<file path="config.mk">
export PLATFORM = sky130hd
export DESIGN_NAME = lms_train_ctrl
export DESIGN_NICKNAME = d
export VERILOG_FILES = /design/src/rtl/lms_train_ctrl.sv
export SDC_FILE = /design/constraint.sdc
export NUM_CORES = 1
export LEC_CHECK = 0
export ABC_AREA = 1
export CAP_MARGIN = 40
export CORE_ASPECT_RATIO = 2
export CORE_UTILIZATION = 30
export CTS_CLUSTER_SIZE = 16
export DETAILED_ROUTE_END_ITERATION = 12
export DONT_BUFFER_PORTS = 1
export GPL_ROUTABILITY_DRIVEN = 0
export PLACE_DENSITY = 0.43
export SLEW_MARGIN = 0
export SYNTH_ARGS = -nofsm -noshare
export SYNTH_HDL_FRONTEND = slang
export SYNTH_SLANG_ARGS = --single-unit
</file>
<file path="constraint.sdc">
create_clock -name i_clk -period 14.7 [get_ports i_clk]
set_input_delay 0.735 -clock i_clk [delete_from_list [all_inputs] [get_ports i_clk]]
set_output_delay 0.735 -clock i_clk [all_outputs]
set_load 0.02 [all_outputs]
</file>
<file path="src/rtl/lms_train_ctrl.sv">
// Training sequencer for the 3-tap LMS adaptive FIR: flush, adapt, window mean-|e| monitor, freeze or give up.
// Optional macro LMS_CTRL_RETRAIN_EN: a frozen filter whose window error reaches 2*threshold is retrained.
module lms_train_ctrl #(
  parameter int NB_DATA   = 16,
  parameter int LOG2_WIN  = 6,
  parameter int CONV_WIN  = 4,
  parameter int MAX_WIN   = 255,
  parameter int FLUSH_CYC = 4
) (
  input  logic               i_clk,
  input  logic               i_rst,
  input  logic               i_start,
  input  logic               i_abort,
  input  logic               i_sample_valid,
  input  logic [NB_DATA-1:0] i_err,
  input  logic [NB_DATA-2:0] i_thr,
  output logic               o_fir_rst,
  output logic               o_adapt_en,
  output logic               o_busy,
  output logic               o_done,
  output logic               o_fail,
  output logic [NB_DATA-2:0] o_mae,
  output logic               o_mae_valid
);

  localparam int ACC_W = NB_DATA - 1 + LOG2_WIN;
  localparam int FC_W  = (FLUSH_CYC > 1) ? $clog2(FLUSH_CYC) : 1;
  localparam logic [FC_W-1:0] FLUSH_LAST = FC_W'(FLUSH_CYC - 1);
  localparam logic [3:0]      CONV_TGT   = 4'(CONV_WIN);
  localparam logic [7:0]      MAX_TGT    = 8'(MAX_WIN);

  typedef enum logic [2:0] {IDLE, FLUSH, TRAIN, FROZEN, FAIL} state_t;

  state_t state, next_state;

  logic [FC_W-1:0]     flush_cnt;
  logic [ACC_W-1:0]    acc;
  logic [LOG2_WIN-1:0] sample_cnt;
  logic [7:0]          win_cnt;
  logic [3:0]          run_cnt;

  logic [NB_DATA-1:0]  neg_err;
  logic [NB_DATA-2:0]  abs_err;
  logic [ACC_W-1:0]    acc_sum;
  logic [NB_DATA-2:0]  mae_new;
  logic                measuring, win_close, good, retrain;
  logic [3:0]          run_next;
  logic [7:0]          win_next;

  logic                fir_rst_d, adapt_d, busy_d, done_d, fail_d, mae_valid_d;
  logic [NB_DATA-2:0]  mae_d;

  // Window datapath; the most negative error has no positive twin and saturates.
  always_comb begin
    neg_err = -i_err;
    abs_err = i_err[NB_DATA-2:0];
    if (i_err[NB_DATA-1])
      abs_err = neg_err[NB_DATA-1] ? '1 : neg_err[NB_DATA-2:0];
    acc_sum   = acc + ACC_W'(abs_err);
    measuring = ((state == TRAIN) || (state == FROZEN)) && i_sample_valid && !i_start && !i_abort;
    win_close = measuring && (sample_cnt == '1);
    mae_new   = acc_sum[ACC_W-1:LOG2_WIN];
    good      = mae_new < i_thr;
    run_next  = good ? ((run_cnt == CONV_TGT) ? run_cnt : run_cnt + 1'b1) : '0;
    win_next  = (win_cnt == MAX_TGT) ? win_cnt : win_cnt + 1'b1;
`ifdef LMS_CTRL_RETRAIN_EN
    retrain   = {1'b0, mae_new} >= {i_thr, 1'b0};
`else
    retrain   = 1'b0;
`endif
  end

  always_ff @(posedge i_clk) begin
    if (i_rst) state <= IDLE;
    else       state <= next_state;
  end

  // Abort beats start, start beats everything else.
  always_comb begin
    next_state = state;
    if (i_abort)
      next_state = IDLE;
    else if (i_start)
      next_state = FLUSH;
    else begin
      case (state)
        IDLE:   next_state = IDLE;
        FLUSH:  if (flush_cnt == FLUSH_LAST) next_state = TRAIN;
        TRAIN:  if (win_close) begin
                  if (run_next == CONV_TGT)     next_state = FROZEN;
                  else if (win_next == MAX_TGT) next_state = FAIL;
                end
        FROZEN: if (win_close && retrain) next_state = FLUSH;
        FAIL:   next_state = FAIL;
        default: next_state = IDLE;
      endcase
    end
  end

  // Outputs are decoded from the next state so the registered copies line up with the state.
  always_comb begin
    fir_rst_d   = (next_state == FLUSH);
    adapt_d     = (next_state == TRAIN);
    busy_d      = (next_state == FLUSH) || (next_state == TRAIN);
    done_d      = (next_state == FROZEN);
    fail_d      = (next_state == FAIL);
    mae_valid_d = win_close;
    mae_d       = o_mae;
    if (next_state == IDLE) mae_d = '0;
    else if (win_close)     mae_d = mae_new;
  end

  always_ff @(posedge i_clk) begin
    if (i_rst) begin
      o_fir_rst   <= 1'b0;
      o_adapt_en  <= 1'b0;
      o_busy      <= 1'b0;
      o_done      <= 1'b0;
      o_fail      <= 1'b0;
      o_mae       <= '0;
      o_mae_valid <= 1'b0;
    end else begin
      o_fir_rst   <= fir_rst_d;
      o_adapt_en  <= adapt_d;
      o_busy      <= busy_d;
      o_done      <= done_d;
      o_fail      <= fail_d;
      o_mae       <= mae_d;
      o_mae_valid <= mae_valid_d;
    end
  end

  // A restart inside FLUSH rewinds the flush timer; the closing strobe's sum restarts the window at zero.
  always_ff @(posedge i_clk) begin
    if (i_rst) begin
      flush_cnt  <= '0;
      acc        <= '0;
      sample_cnt <= '0;
      win_cnt    <= '0;
      run_cnt    <= '0;
    end else begin
      flush_cnt <= ((state == FLUSH) && (next_state == FLUSH) && !i_start) ? flush_cnt + 1'b1 : '0;
      if (state == FLUSH) begin
        acc        <= '0;
        sample_cnt <= '0;
        win_cnt    <= '0;
        run_cnt    <= '0;
      end else if (measuring) begin
        if (win_close) begin
          acc        <= '0;
          sample_cnt <= '0;
          win_cnt    <= win_next;
          run_cnt    <= run_next;
        end else begin
          acc        <= acc_sum;
          sample_cnt <= sample_cnt + 1'b1;
        end
      end
    end
  end

endmodule
</file>
==> impl_metrics.prom, run 1 <==
# TYPE chip_impl_metric gauge
chip_impl_metric{name="drv_slew",unit=""} 0
chip_impl_metric{name="finalWorstPathRequiredPeriod",unit="ps"} 6360
chip_impl_metric{name="max_stage_delay",unit="ps"} 540
chip_impl_metric{name="port_buffers",unit=""} 0
chip_impl_info{name="tritoncts_clock_tree",value="built"} 1
chip_impl_metric{name="placed_cells",unit=""} 833
chip_impl_metric{name="final_hold_viol_count",unit=""} 0
chip_impl_metric{name="drtPass1Iterations",unit=""} 5
chip_impl_metric{name="depth_of_the_most_critical_reg_to_reg_path",unit=""} 29
chip_impl_metric{name="finish.net_count",unit=""} 725
chip_impl_metric{name="grt_max_degree",unit=""} 27
chip_impl_metric{name="p_clk_frac",unit=""} 0.529
chip_impl_metric{name="portion_of_total_power_attributed_to_sequential_cells",unit=""} 0.389
chip_impl_metric{name="arrival",unit="ps"} 6570
chip_impl_metric{name="dp_hpwl",unit="mm"} 9.66
chip_impl_metric{name="floorplan.io_pins",unit=""} 57
chip_impl_metric{name="cts_made_buffers",unit=""} 9
chip_impl_metric{name="setup_total_negative_slack",unit="ps"} 0
chip_impl_metric{name="max-slew-margin-rel",unit=""} 0.528
chip_impl_metric{name="vdd.ir_drop.worst",unit="mV"} 0.0487
chip_impl_metric{name="fmax",unit="MHz"} 157
chip_impl_metric{name="final_cell_count_no_fill",unit=""} 849
chip_impl_info{name="yosys-top-cells-count",value="161 x nand2_1, 97 x inv_1, 65 x dfxtp_1"} 1
chip_impl_metric{name="drt-initial-drc-count",unit=""} 148
chip_impl_info{name="ys_top_cells_by_area",value="dfxtp_1 29%, nand2_1 14%, ha_1 10%"} 1
chip_impl_metric{name="floorplan.die_area",unit="µm²"} 15300
chip_impl_metric{name="synth.avg_cell_area",unit="µm²"} 6.82
chip_impl_metric{name="worst-endpoint-required",unit="ps"} 14920
chip_impl_metric{name="yosys_warning_total",unit=""} 0
chip_impl_metric{name="post_cts.repair.setup_buffers",unit=""} 0
chip_impl_metric{name="cellLeakagePower",unit="nW"} 2.22
chip_impl_metric{name="vias_per_cell",unit=""} 4.71
chip_impl_metric{name="initial_core_util",unit=""} 0.307
chip_impl_metric{name="synth.yosys.seq_area_share",unit=""} 0.293
chip_impl_info{name="crit_family",value="simple AND/OR/NAND/NOR gates"} 1
chip_impl_info{name="post-synth-top-count-cell",value="nand2_1"} 1
chip_impl_metric{name="post_synth_inst_count",unit=""} 650
chip_impl_metric{name="ctsHoldBuffers",unit=""} 0
chip_impl_metric{name="grtUsageTotal",unit=""} 0.167
chip_impl_metric{name="layout-area-overhead-vs-synth",unit="%"} 12.1
chip_impl_metric{name="antenna_found_initial",unit=""} 0
chip_impl_metric{name="cts.repair.resized",unit=""} 0
chip_impl_metric{name="die-height",unit="µm"} 174
chip_impl_info{name="cp_slowest_cell",value="nand4_1"} 1
chip_impl_info{name="min_from",value="flush_cnt[0]"} 1
chip_impl_metric{name="antenna_viol_nets_final",unit=""} 0
chip_impl_metric{name="post-synth-top-area-fraction",unit=""} 0.293
chip_impl_metric{name="report.final.setup_viol",unit=""} 0
chip_impl_metric{name="critPathBufInv",unit=""} 6
chip_impl_metric{name="holdWs",unit="ps"} 418
chip_impl_metric{name="postRouteWirelength",unit="mm"} 12.0
chip_impl_metric{name="clock_tree.buffer_depth",unit=""} 2
chip_impl_info{name="hold-path-endpoint",value="flush_cnt[0]"} 1
chip_impl_metric{name="power.switching",unit="mW"} 0.108
chip_impl_metric{name="synth_enable_flop_cells",unit=""} 0
chip_impl_info{name="critPathCaptureType",value="flip-flop"} 1
chip_impl_info{name="path_common_cell",value="nand2_1"} 1
chip_impl_metric{name="slew_at_the_pin_with_the_worst_max_slew_slack",unit="ps"} 706
chip_impl_metric{name="synth.net_count",unit=""} 723
chip_impl_metric{name="die-width",unit="µm"} 88.0
chip_impl_info{name="yosys.area.top_type",value="dfxtp_1"} 1
chip_impl_metric{name="fp-row-count",unit=""} 62
chip_impl_metric{name="timing.max_cap.violations",unit=""} 0
chip_impl_info{name="highest_layer",value="met4"} 1
chip_impl_metric{name="drt_drc_violations_left",unit=""} 0
chip_impl_metric{name="synth_async_sr_flop_share",unit=""} 0
chip_impl_metric{name="cell_internal_pwr",unit="mW"} 0.347
chip_impl_metric{name="fp.coreArea",unit="µm²"} 14400
chip_impl_info{name="r2r_end",value="o_mae[13]"} 1
chip_impl_info{name="critical_path.startpoint_type",value="input port"} 1
chip_impl_metric{name="power_per_cell_area",unit="nW/µm²"} 91.6
chip_impl_metric{name="layout_worst_path_cycle_share",unit=""} 0.432
chip_impl_info{name="setup.worst_path.class",value="input port to flip-flop"} 1
chip_impl_metric{name="regArea",unit="µm²"} 1300
chip_impl_metric{name="timing.hold.worst_path_depth",unit=""} 1
chip_impl_metric{name="cts.sink_count",unit=""} 65
chip_impl_metric{name="sw_frac_of_total",unit=""} 0.238
chip_impl_metric{name="fill_cells",unit=""} 1651
chip_impl_metric{name="wl_met1",unit="mm"} 4.46
chip_impl_metric{name="combinationalPowerShare",unit=""} 0.082
chip_impl_info{name="launching_point_of_the_worst_reg2reg_path",value="acc[0]"} 1
chip_impl_metric{name="clkTransAtPathRegs",unit="ps"} 60
chip_impl_metric{name="antenna_cell_count",unit=""} 0
chip_impl_info{name="ys_dominant_reg_cell",value="dfxtp_1"} 1
chip_impl_metric{name="combined_area_of_the_multi_input_logic_cells",unit="µm²"} 2700
chip_impl_metric{name="dr_wl_met3",unit="µm"} 377
chip_impl_metric{name="clock_insertion_delay_worst_skew",unit="ps"} 340
chip_impl_metric{name="rrSetupSlack",unit="ps"} 10300
chip_impl_metric{name="routed-via-count",unit=""} 3997
chip_impl_metric{name="routed-wl-met2",unit="mm"} 6.92
chip_impl_metric{name="setup_slack",unit="ps"} 8340
chip_impl_info{name="min_path_type",value="flip-flop to flip-flop"} 1
chip_impl_metric{name="netlist_area",unit="µm²"} 4440
chip_impl_metric{name="dp_slack",unit="ps"} 7930
chip_impl_metric{name="layout-drive-gt1-share",unit=""} 0.0898
chip_impl_info{name="clk_root_buffer_cell",value="clkbuf_16"} 1
chip_impl_metric{name="via_count_of_the_first_global_routing_pass",unit=""} 4052
chip_impl_info{name="status",value="finished clean"} 1
chip_impl_metric{name="distinct_cell_type_count_of_the_synthesized_netlist",unit=""} 41
chip_impl_metric{name="fin_worst_skew",unit="ps"} 7.95
chip_impl_metric{name="cts.htree.levels",unit=""} 3
chip_impl_metric{name="global_route_wire_length_before_repair",unit="mm"} 19.3
chip_impl_metric{name="grt-ovfl-total",unit=""} 0
chip_impl_metric{name="critical_path.max_fanout",unit=""} 15
chip_impl_metric{name="wl_per_cell",unit="µm"} 14.2
chip_impl_metric{name="ys_seq_elements",unit=""} 65
chip_impl_info{name="rsz_0062_raised_after_global_routing",value="false"} 1
-- cells in the final DEF (no fill, tap or decap), types with 3 or more instances in the layout --
| cell | instances |
|---|---|
| nor2_4 | 11 |
| nor2_1 | 44 |
| nand2_1 | 161 |
| nor3_1 | 17 |
| o21ai_0 | 24 |
| dfxtp_1 | 65 |
| inv_2 | 3 |
| or2_2 | 13 |
| clkbuf_16 | 9 |
| xnor2_1 | 3 |
| o22ai_1 | 7 |
| ha_1 | 36 |
| a21oi_1 | 55 |
| mux2i_1 | 4 |
| nand3_1 | 37 |
| nor2_2 | 5 |
| nand4_1 | 8 |
| xor2_1 | 16 |
| a31oi_1 | 5 |
| nand3_2 | 3 |
| inv_1 | 97 |
-- sequential cells by signal (all words and copies together), names as in the netlist, 2 cells and up --
signal,flops
acc,21
o_mae,15
win_cnt,8
sample_cnt,6
run_cnt,4
state,3
flush_cnt,2
-- cell families after synthesis --
family          share of synthesized area
fa+ha+maj                           0.106
compound gates                      0.127
flops                               0.293
mux                               0.00903
simple gates                        0.328
buf+inv                            0.0990
xor+xnor                           0.0375
-- through the flow --
| step | cell area [µm²] | total power, mW | util |
|---|---|---|---|
| global route | 4970 | 0.472 | 0.345 |
| detailed placement | 4640 | 0.219 | 0.322 |
| finish | 4970 | 0.455 | 0.345 |
| CTS | 4970 | 0.462 | 0.345 |
| floorplan | 4440 | 0.210 | - |
| global placement | 4630 | 0.219 | 0.321 |
-- area by class of cell --
cell class	instances	area share
flip-flops and latches	65	0.262
clock inverters	4	0.0151
well taps	192	0.0483
repair buffers	2	0.00378
inverters	101	0.0768
multi-input cells	473	0.543
clock buffers	12	0.0516
-- worst max-delay path by stage --
stage,from,end,slack (ps),cells past startpoint
floorplan,i_err[3],o_mae[3],9030,40
global placement,i_err[3],o_mae[13],8160,38
detailed placement,i_err[3],o_mae[13],7930,38
CTS,i_err[3],o_mae[13],8280,38
global route,i_err[3],o_mae[13],7460,36
finish,i_err[3],o_mae[13],8340,38
-- routing by layer --
layer / vias to the layer above / GRT usage
met5: - / 0
met4: 0 / 0.0656
met3: 15 / 0.0271
met2: 59 / 0.332
met1: 1813 / 0.160
li1: 2110 / -
-- power by group through the flow --
stage | clock, mW | combinational, mW | sequential [mW]
floorplan | 0 | 0.0289 | 0.181
global placement | 0 | 0.0375 | 0.181
detailed placement | 0 | 0.0378 | 0.181
CTS | 0.246 | 0.0380 | 0.177
global route | 0.252 | 0.0425 | 0.177
finish | 0.241 | 0.0372 | 0.177
Power figures use the tool's default switching activity.
==> run 2, diff against run 1 <==
--- a/config.mk
+++ b/config.mk
@@ -5,7 +5,7 @@
 export SDC_FILE = /design/constraint.sdc
 export NUM_CORES = 1
 export LEC_CHECK = 0
-export ABC_AREA = 1
+export ABC_AREA = 0
 export CAP_MARGIN = 40
 export CORE_ASPECT_RATIO = 2
 export CORE_UTILIZATION = 30
==> constraint.sdc (replaced) <==
create_clock -name i_clk -period 6.6 [get_ports i_clk]
set_input_delay 0.33 -clock i_clk [delete_from_list [all_inputs] [get_ports i_clk]]
set_output_delay 0.33 -clock i_clk [all_outputs]
set_load 0.02 [all_outputs]
==> run 2 against run 1 <==
Worst setup slack lost 7400 ps. Sequential cell count is the same. Clock power grew 100%. Die area grew 0.69%. Via count grew 0.33%. Combinational power grew 120%. Critical path type unchanged. Largest power group unchanged. Highest routed layer unchanged.
==> impl_metrics.prom, run 2 <==
# TYPE chip_impl_metric gauge
chip_impl_metric{name="drv_slew",unit=""} 0
chip_impl_metric{name="finish.net_count",unit=""} 644
chip_impl_metric{name="clock_insertion_delay_worst_skew",unit="ps"} 330
chip_impl_metric{name="antenna_viol_nets_final",unit=""} 0
chip_impl_info{name="critical_path.startpoint_type",value="input port"} 1
chip_impl_metric{name="synth.yosys.seq_area_share",unit=""} 0.291
chip_impl_metric{name="fp.coreArea",unit="µm²"} 14400
chip_impl_metric{name="max-slew-margin-rel",unit=""} 0.469
chip_impl_metric{name="floorplan.io_pins",unit=""} 57
chip_impl_metric{name="antenna_cell_count",unit=""} 0
chip_impl_metric{name="finalWorstPathRequiredPeriod",unit="ps"} 5650
chip_impl_info{name="launching_point_of_the_worst_reg2reg_path",value="acc[0]"} 1
chip_impl_metric{name="post_cts.repair.setup_buffers",unit=""} 0
chip_impl_metric{name="post_synth_inst_count",unit=""} 576
chip_impl_metric{name="post-synth-top-area-fraction",unit=""} 0.291
chip_impl_info{name="min_from",value="i_start"} 1
chip_impl_metric{name="global_route_wire_length_before_repair",unit="mm"} 20.1
chip_impl_metric{name="cts.repair.resized",unit=""} 0
chip_impl_metric{name="cellLeakagePower",unit="nW"} 2.02
chip_impl_info{name="min_path_type",value="input port to flip-flop"} 1
chip_impl_metric{name="vdd.ir_drop.worst",unit="mV"} 0.0967
chip_impl_metric{name="postRouteWirelength",unit="mm"} 12.3
chip_impl_metric{name="via_count_of_the_first_global_routing_pass",unit=""} 4046
chip_impl_metric{name="setup_slack",unit="ps"} 945
chip_impl_metric{name="dp_hpwl",unit="mm"} 9.77
chip_impl_metric{name="ys_seq_elements",unit=""} 65
chip_impl_metric{name="synth.net_count",unit=""} 649
chip_impl_info{name="setup.worst_path.class",value="input port to flip-flop"} 1
chip_impl_metric{name="timing.max_cap.violations",unit=""} 0
chip_impl_metric{name="drt_drc_violations_left",unit=""} 0
chip_impl_info{name="largest_register",value="acc"} 1
chip_impl_info{name="yosys.area.top_type",value="dfxtp_1"} 1
chip_impl_metric{name="cts.sink_count",unit=""} 65
chip_impl_info{name="tritoncts_clock_tree",value="built"} 1
chip_impl_info{name="yosys-top-cells-count",value="69 x nand2_1, 65 x dfxtp_1, 55 x nor2_1"} 1
chip_impl_metric{name="finalCoreUtilization",unit=""} 0.343
chip_impl_metric{name="synth.avg_cell_area",unit="µm²"} 7.75
chip_impl_metric{name="critical_path.max_fanout",unit=""} 8
chip_impl_info{name="r2r_end",value="o_fail"} 1
chip_impl_metric{name="slew_at_the_pin_with_the_worst_max_slew_slack",unit="ps"} 793
chip_impl_metric{name="vias_per_cell",unit=""} 5.22
chip_impl_metric{name="final_hold_viol_count",unit=""} 0
chip_impl_metric{name="routed-via-count",unit=""} 4010
chip_impl_metric{name="grt_max_degree",unit=""} 26
chip_impl_info{name="ys_top_cells_by_area",value="dfxtp_1 29%, ha_1 10%, nand2_1 5.8%"} 1
chip_impl_metric{name="power_per_cell_area",unit="nW/µm²"} 195
chip_impl_metric{name="cts.htree.levels",unit=""} 3
chip_impl_metric{name="fmax",unit="MHz"} 177
chip_impl_metric{name="arrival",unit="ps"} 5870
chip_impl_metric{name="timing.hold.worst_path_depth",unit=""} 1
chip_impl_metric{name="grt-ovfl-total",unit=""} 0
chip_impl_metric{name="drt-initial-drc-count",unit=""} 140
chip_impl_metric{name="distinct_cell_type_count_of_the_synthesized_netlist",unit=""} 73
chip_impl_metric{name="rrSetupSlack",unit="ps"} 2210
chip_impl_info{name="mostFrequentLayoutCell",value="nand2_1"} 1
chip_impl_metric{name="depth_of_the_most_critical_reg_to_reg_path",unit=""} 18
chip_impl_info{name="post-synth-top-count-cell",value="nand2_1"} 1
chip_impl_metric{name="synth_async_sr_flop_share",unit=""} 0
chip_impl_metric{name="fin_worst_skew",unit="ps"} 6.15
chip_impl_info{name="ys_dominant_reg_cell",value="dfxtp_1"} 1
chip_impl_metric{name="ctsHoldBuffers",unit=""} 0
chip_impl_metric{name="grtUsageTotal",unit=""} 0.170
chip_impl_metric{name="port_buffers",unit=""} 0
chip_impl_metric{name="antenna_found_initial",unit=""} 0
chip_impl_metric{name="die-width",unit="µm"} 88.3
chip_impl_metric{name="clock_tree.buffer_depth",unit=""} 2
chip_impl_info{name="clk_root_buffer_cell",value="clkbuf_16"} 1
chip_impl_metric{name="report.final.setup_viol",unit=""} 0
chip_impl_info{name="layout.cells.most_common_list",value="69 x nand2_1, 65 x dfxtp_1, 55 x nor2_1"} 1
chip_impl_metric{name="placed_area",unit="µm²"} 4650
chip_impl_metric{name="yosys_warning_total",unit=""} 0
chip_impl_metric{name="netlist_area",unit="µm²"} 4470
chip_impl_metric{name="cts_made_buffers",unit=""} 9
chip_impl_metric{name="initial_core_util",unit=""} 0.310
chip_impl_metric{name="drtPass1Iterations",unit=""} 4
chip_impl_metric{name="layout-drive-gt1-share",unit=""} 0.0799
chip_impl_info{name="largest_registers",value="acc x21, o_mae x15, win_cnt x8"} 1
chip_impl_metric{name="setup_total_negative_slack",unit="ps"} 0
chip_impl_metric{name="largest_reg_flops",unit=""} 21
chip_impl_metric{name="fin_area",unit="µm²"} 4940
chip_impl_info{name="hold-path-endpoint",value="flush_cnt[1]"} 1
chip_impl_metric{name="layout-area-overhead-vs-synth",unit="%"} 10.7
chip_impl_metric{name="clkTransAtPathRegs",unit="ps"} 60
chip_impl_info{name="rsz_0062_raised_after_global_routing",value="false"} 1
chip_impl_info{name="status",value="finished clean"} 1
chip_impl_metric{name="die-height",unit="µm"} 175
chip_impl_metric{name="dp_slack",unit="ps"} 596
chip_impl_metric{name="fp-row-count",unit=""} 62
chip_impl_metric{name="synth_enable_flop_cells",unit=""} 0
chip_impl_metric{name="floorplan.die_area",unit="µm²"} 15400
chip_impl_metric{name="worst-endpoint-required",unit="ps"} 6820
chip_impl_info{name="critPathCaptureType",value="flip-flop"} 1
chip_impl_metric{name="layout_worst_path_cycle_share",unit=""} 0.857
chip_impl_metric{name="wl_per_cell",unit="µm"} 16.0
## run 2: metal layers
metal / wire [µm] / part of all wire / vias to the layer above / track usage
met5: 0 / 0 / - / 0
met4: 385 / 0.031 / 0 / 0.0813
met3: 399 / 0.032 / 17 / 0.0256
met2: 6780 / 0.55 / 76 / 0.318
met1: 4750 / 0.39 / 1866 / 0.178
li1: - / - / 2051 / -
## run 2: report_power, final
part,switching [mW],leakage (nW),internal (mW)
Clock,0.183,0.143,0.304
Sequential,0.00151,0.524,0.393
Combinational,0.0520,1.36,0.0310
Total,0.237,2.02,0.728
## run 2: worst max path at each step
| stage | from | to | slack, ps | depth (start not counted) |
|---|---|---|---|---|
| detailed placement | i_err[1] | o_fail | 600 | 23 |
| CTS | i_err[1] | o_fail | 900 | 23 |
| global route | i_err[1] | o_fail | 330 | 23 |
| global placement | i_err[1] | o_fail | 680 | 23 |
| finish | i_err[1] | o_fail | 950 | 25 |
| floorplan | i_err[1] | o_fail | 1590 | 24 |
## run 2: kinds of logic (layout without fill, tap and decap cells)
logic type      Yosys count  after routing  synth area share
compound gates          156            156             0.229
xor+xnor                 23             23            0.0451
fa+ha+maj                37             37             0.105
buf+inv                  64             64            0.0591
flops                    65             65             0.291
mux                       2              2           0.00476
simple gates            229            229             0.266
## run 2: cell type report
type	count	area (µm²)
fillers	1592	9490
multi-input cells	447	2900
flip-flops and latches	65	1300
clock buffers	12	246
well taps	192	240
inverters	44	165
clock inverters	4	51.3
repair buffers	4	37.5
## run 2: worst max-delay path, cell delays in order
cell,delay [ps]
nor3_2,230
nand4_1,180
or3_1,430
nor4_4,410
buf_4,230
nand2_1,60
nand2_1,70
ha_1,190
inv_1,60
fa_1,370
nand2b_1,200
a21oi_2,280
o41ai_1,150
nand3_1,150
nand3_1,170
xnor2_1,250
inv_1,70
ha_1,310
a21oi_1,140
o21ai_0,130
a221oi_1,310
o211ai_2,280
o311ai_2,410
o21ai_0,170
and4bb_2,260
## run 2: through the flow
step           power, mW  hold slack [ps]  instances
3_5_place_dp       0.488              451        752
5_1_grt             1.00              202        768
3_3_place_gp       0.487              445        751
2_1_floorplan      0.468              432        576
6_report           0.965              212        768
4_1_cts            0.979              201        768
==> run 3, diff against run 2 <==
--- a/config.mk
+++ b/config.mk
@@ -9,11 +9,13 @@
 export CAP_MARGIN = 40
 export CORE_ASPECT_RATIO = 2
 export CORE_UTILIZATION = 30
+export CTS_CLUSTER_DIAMETER = 120
 export CTS_CLUSTER_SIZE = 16
 export DETAILED_ROUTE_END_ITERATION = 12
 export DONT_BUFFER_PORTS = 1
 export GPL_ROUTABILITY_DRIVEN = 0
-export PLACE_DENSITY = 0.43
+export GPL_TIMING_DRIVEN = 0
+export PLACE_DENSITY = 0.53
 export SLEW_MARGIN = 0
 export SYNTH_ARGS = -nofsm -noshare
 export SYNTH_HDL_FRONTEND = slang
==> run 3 against run 2 <==
Register-to-register slack lost 30 ps. Via count grew 2.9%. Non-clock buffer count grew 16. Sequential share of layout area shrank 0.40 points. Clock-buffer cell count grew 3.
==> impl_metrics.prom, run 3 (same netlist as run 2, synthesis figures left out) <==
# TYPE chip_impl_metric gauge
chip_impl_info{name="status",value="finished clean"} 1
chip_impl_metric{name="drt-initial-drc-count",unit=""} 182
chip_impl_metric{name="via_count_of_the_first_global_routing_pass",unit=""} 4036
chip_impl_metric{name="fp.coreArea",unit="µm²"} 14400
chip_impl_metric{name="placed_area",unit="µm²"} 4710
chip_impl_metric{name="floorplan.io_pins",unit=""} 57
chip_impl_metric{name="drtPass1Iterations",unit=""} 4
chip_impl_info{name="crit_family",value="compound AO/OA/AOI/OAI gates"} 1
chip_impl_metric{name="placed_cells",unit=""} 768
chip_impl_metric{name="dp_hpwl",unit="mm"} 10.0
chip_impl_metric{name="fin_worst_skew",unit="ps"} 5.46
chip_impl_info{name="r2r_end",value="o_fail"} 1
chip_impl_metric{name="critical_path.max_fanout",unit=""} 10
chip_impl_metric{name="drv_slew",unit=""} 0
chip_impl_metric{name="largest_reg_flops",unit=""} 21
chip_impl_info{name="min_path_type",value="input port to flip-flop"} 1
chip_impl_metric{name="post_cts.repair.setup_buffers",unit=""} 0
chip_impl_metric{name="cts.repair.resized",unit=""} 0
chip_impl_info{name="cp_slowest_cell",value="or3_1"} 1
chip_impl_metric{name="layout-area-overhead-vs-synth",unit="%"} 12.4
chip_impl_metric{name="slew_at_the_pin_with_the_worst_max_slew_slack",unit="ps"} 713
chip_impl_metric{name="routed-via-count",unit=""} 4126
chip_impl_metric{name="vias_per_cell",unit=""} 5.26
chip_impl_metric{name="vdd.ir_drop.worst",unit="mV"} 0.106
chip_impl_metric{name="timing.hold.worst_path_depth",unit=""} 2
chip_impl_info{name="largest_register",value="acc"} 1
chip_impl_metric{name="depth_of_the_most_critical_reg_to_reg_path",unit=""} 16
chip_impl_metric{name="die-width",unit="µm"} 88.3
chip_impl_metric{name="critPathBufInv",unit=""} 3
chip_impl_info{name="rsz_0062_raised_after_global_routing",value="false"} 1
chip_impl_metric{name="max_stage_delay",unit="ps"} 430
chip_impl_metric{name="arrival",unit="ps"} 6000
chip_impl_metric{name="rrSetupSlack",unit="ps"} 2180
chip_impl_metric{name="cellLeakagePower",unit="nW"} 2.06
chip_impl_metric{name="report.final.setup_viol",unit=""} 0
chip_impl_metric{name="cts.sink_count",unit=""} 65
chip_impl_metric{name="worstSetupPathDepth",unit=""} 24
chip_impl_metric{name="worst-endpoint-required",unit="ps"} 6820
chip_impl_metric{name="cts.htree.levels",unit=""} 3
chip_impl_metric{name="fp-row-count",unit=""} 62
chip_impl_metric{name="ctsHoldBuffers",unit=""} 0
chip_impl_metric{name="fin_area",unit="µm²"} 5020
chip_impl_info{name="endpoint",value="o_fail"} 1
chip_impl_metric{name="cts_made_buffers",unit=""} 9
chip_impl_info{name="layout.cells.most_common_list",value="69 x nand2_1, 65 x dfxtp_1, 55 x nor2_1"} 1
chip_impl_info{name="mostFrequentLayoutCell",value="nand2_1"} 1
chip_impl_metric{name="timing.max_cap.violations",unit=""} 0
chip_impl_metric{name="layout_worst_path_cycle_share",unit=""} 0.876
chip_impl_metric{name="power_per_cell_area",unit="nW/µm²"} 192
chip_impl_metric{name="grt-ovfl-total",unit=""} 0
chip_impl_info{name="launching_point_of_the_worst_reg2reg_path",value="acc[0]"} 1
chip_impl_info{name="path_common_cell",value="o21ai_0"} 1
chip_impl_metric{name="initial_core_util",unit=""} 0.310
chip_impl_metric{name="antenna_viol_nets_final",unit=""} 0
chip_impl_metric{name="antenna_found_initial",unit=""} 0
chip_impl_info{name="tritoncts_clock_tree",value="built"} 1
chip_impl_metric{name="layout-drive-gt1-share",unit=""} 0.0828
chip_impl_info{name="setup.worst_path.class",value="input port to flip-flop"} 1
chip_impl_metric{name="port_buffers",unit=""} 0
chip_impl_metric{name="final_cell_count_no_fill",unit=""} 784
chip_impl_metric{name="drt_drc_violations_left",unit=""} 0
chip_impl_metric{name="fill_cells",unit=""} 1574
chip_impl_info{name="timing.critical_path.cells",value="nor3_2 -> nand4_1 -> or3_1 -> nor4_4 -> buf_4 -> o21ai_0 -> o21ai_0 -> ha_1 -> clkbuf_1 -> o21ai_0 -> a211oi_1 -> o41ai_1 -> nand3_1 -> nand3_1 -> xnor2_1 -> inv_1 -> ha_1 -> a21oi_1 -> o21ai_0 -> a221oi_1 -> o211ai_2 -> o311ai_2 -> o21ai_0 -> and4bb_2"} 1
chip_impl_metric{name="postRouteWirelength",unit="mm"} 12.3
chip_impl_metric{name="setup_total_negative_slack",unit="ps"} 0
chip_impl_metric{name="finish.net_count",unit=""} 660
chip_impl_metric{name="clock_tree.buffer_depth",unit=""} 2
chip_impl_metric{name="wl_per_cell",unit="µm"} 15.7
chip_impl_metric{name="finalWorstPathRequiredPeriod",unit="ps"} 5780
chip_impl_metric{name="die-height",unit="µm"} 175
chip_impl_info{name="clk_root_buffer_cell",value="clkbuf_16"} 1
chip_impl_metric{name="global_route_wire_length_before_repair",unit="mm"} 19.5
chip_impl_info{name="critical_path.startpoint",value="i_err[1]"} 1
chip_impl_metric{name="floorplan.die_area",unit="µm²"} 15400
chip_impl_metric{name="final_hold_viol_count",unit=""} 0
chip_impl_metric{name="fmax",unit="MHz"} 173
chip_impl_metric{name="clkTransAtPathRegs",unit="ps"} 50
chip_impl_metric{name="holdWs",unit="ps"} 256
chip_impl_info{name="critical_path.startpoint_type",value="input port"} 1
chip_impl_metric{name="clock_insertion_delay_worst_skew",unit="ps"} 330
chip_impl_metric{name="grt_max_degree",unit=""} 11
chip_impl_info{name="largest_registers",value="acc x21, o_mae x15, win_cnt x8"} 1
chip_impl_metric{name="grtUsageTotal",unit=""} 0.166
chip_impl_metric{name="max-slew-margin-rel",unit=""} 0.521
chip_impl_metric{name="antenna_cell_count",unit=""} 0
chip_impl_info{name="critPathCaptureType",value="flip-flop"} 1
[run 3: cell count changes in the layout (fill, tap and decap cells not counted)]
cell,previous run,this run
buf_1,0,2
buf_4,3,2
buf_8,1,0
buf_6,0,2
clkbuf_1,2,13
clkinvlp_4,1,0
buf_2,0,1
clkbuf_8,1,6
inv_6,1,0
bufinv_16,1,0
[run 3: worst min-delay path by stage]
stage               startpoint  slack, ps  endpoint
CTS                      i_rst        250  state[0]
global placement        acc[2]        450    acc[2]
floorplan               acc[9]        430    acc[9]
finish                   i_rst        260  state[0]
detailed placement      acc[2]        450    acc[2]
global route             i_rst        270  state[0]
[run 3: metal layers]
metal | track usage | vias to the layer above | routed length, µm
li1 | - | 2088 | -
met1 | 0.160 | 1933 | 4450
met2 | 0.321 | 83 | 6980
met3 | 0.0261 | 22 | 366
met4 | 0.0833 | 0 | 491
met5 | 0 | - | 0
[run 3: layout make-up]
cell class	count	area, µm²	area share
clock inverters	1	5.00	0.000997
flip-flops and latches	65	1300	0.259
well taps	192	240	0.0479
inverters	44	165	0.0329
multi-input cells	447	2900	0.578
plain buffers	20	98.8	0.0197
clock buffers	15	308	0.0613
[run 3: per-stage QoR]
stage | setup WS, ps | utilization | power, mW
finish | 816 | 0.348 | 0.964
detailed placement | 424 | 0.326 | 0.491
global route | 362 | 0.348 | 1.00
global placement | 382 | 0.326 | 0.488
CTS | 747 | 0.348 | 0.973
floorplan | 1590 | - | 0.468
[run 3: power by group]
part           total [mW]  internal, mW  switching [mW]
logic              0.0870        0.0309          0.0561
registers           0.395         0.394         0.00147
clock network       0.482         0.315           0.167
total               0.964         0.740           0.224
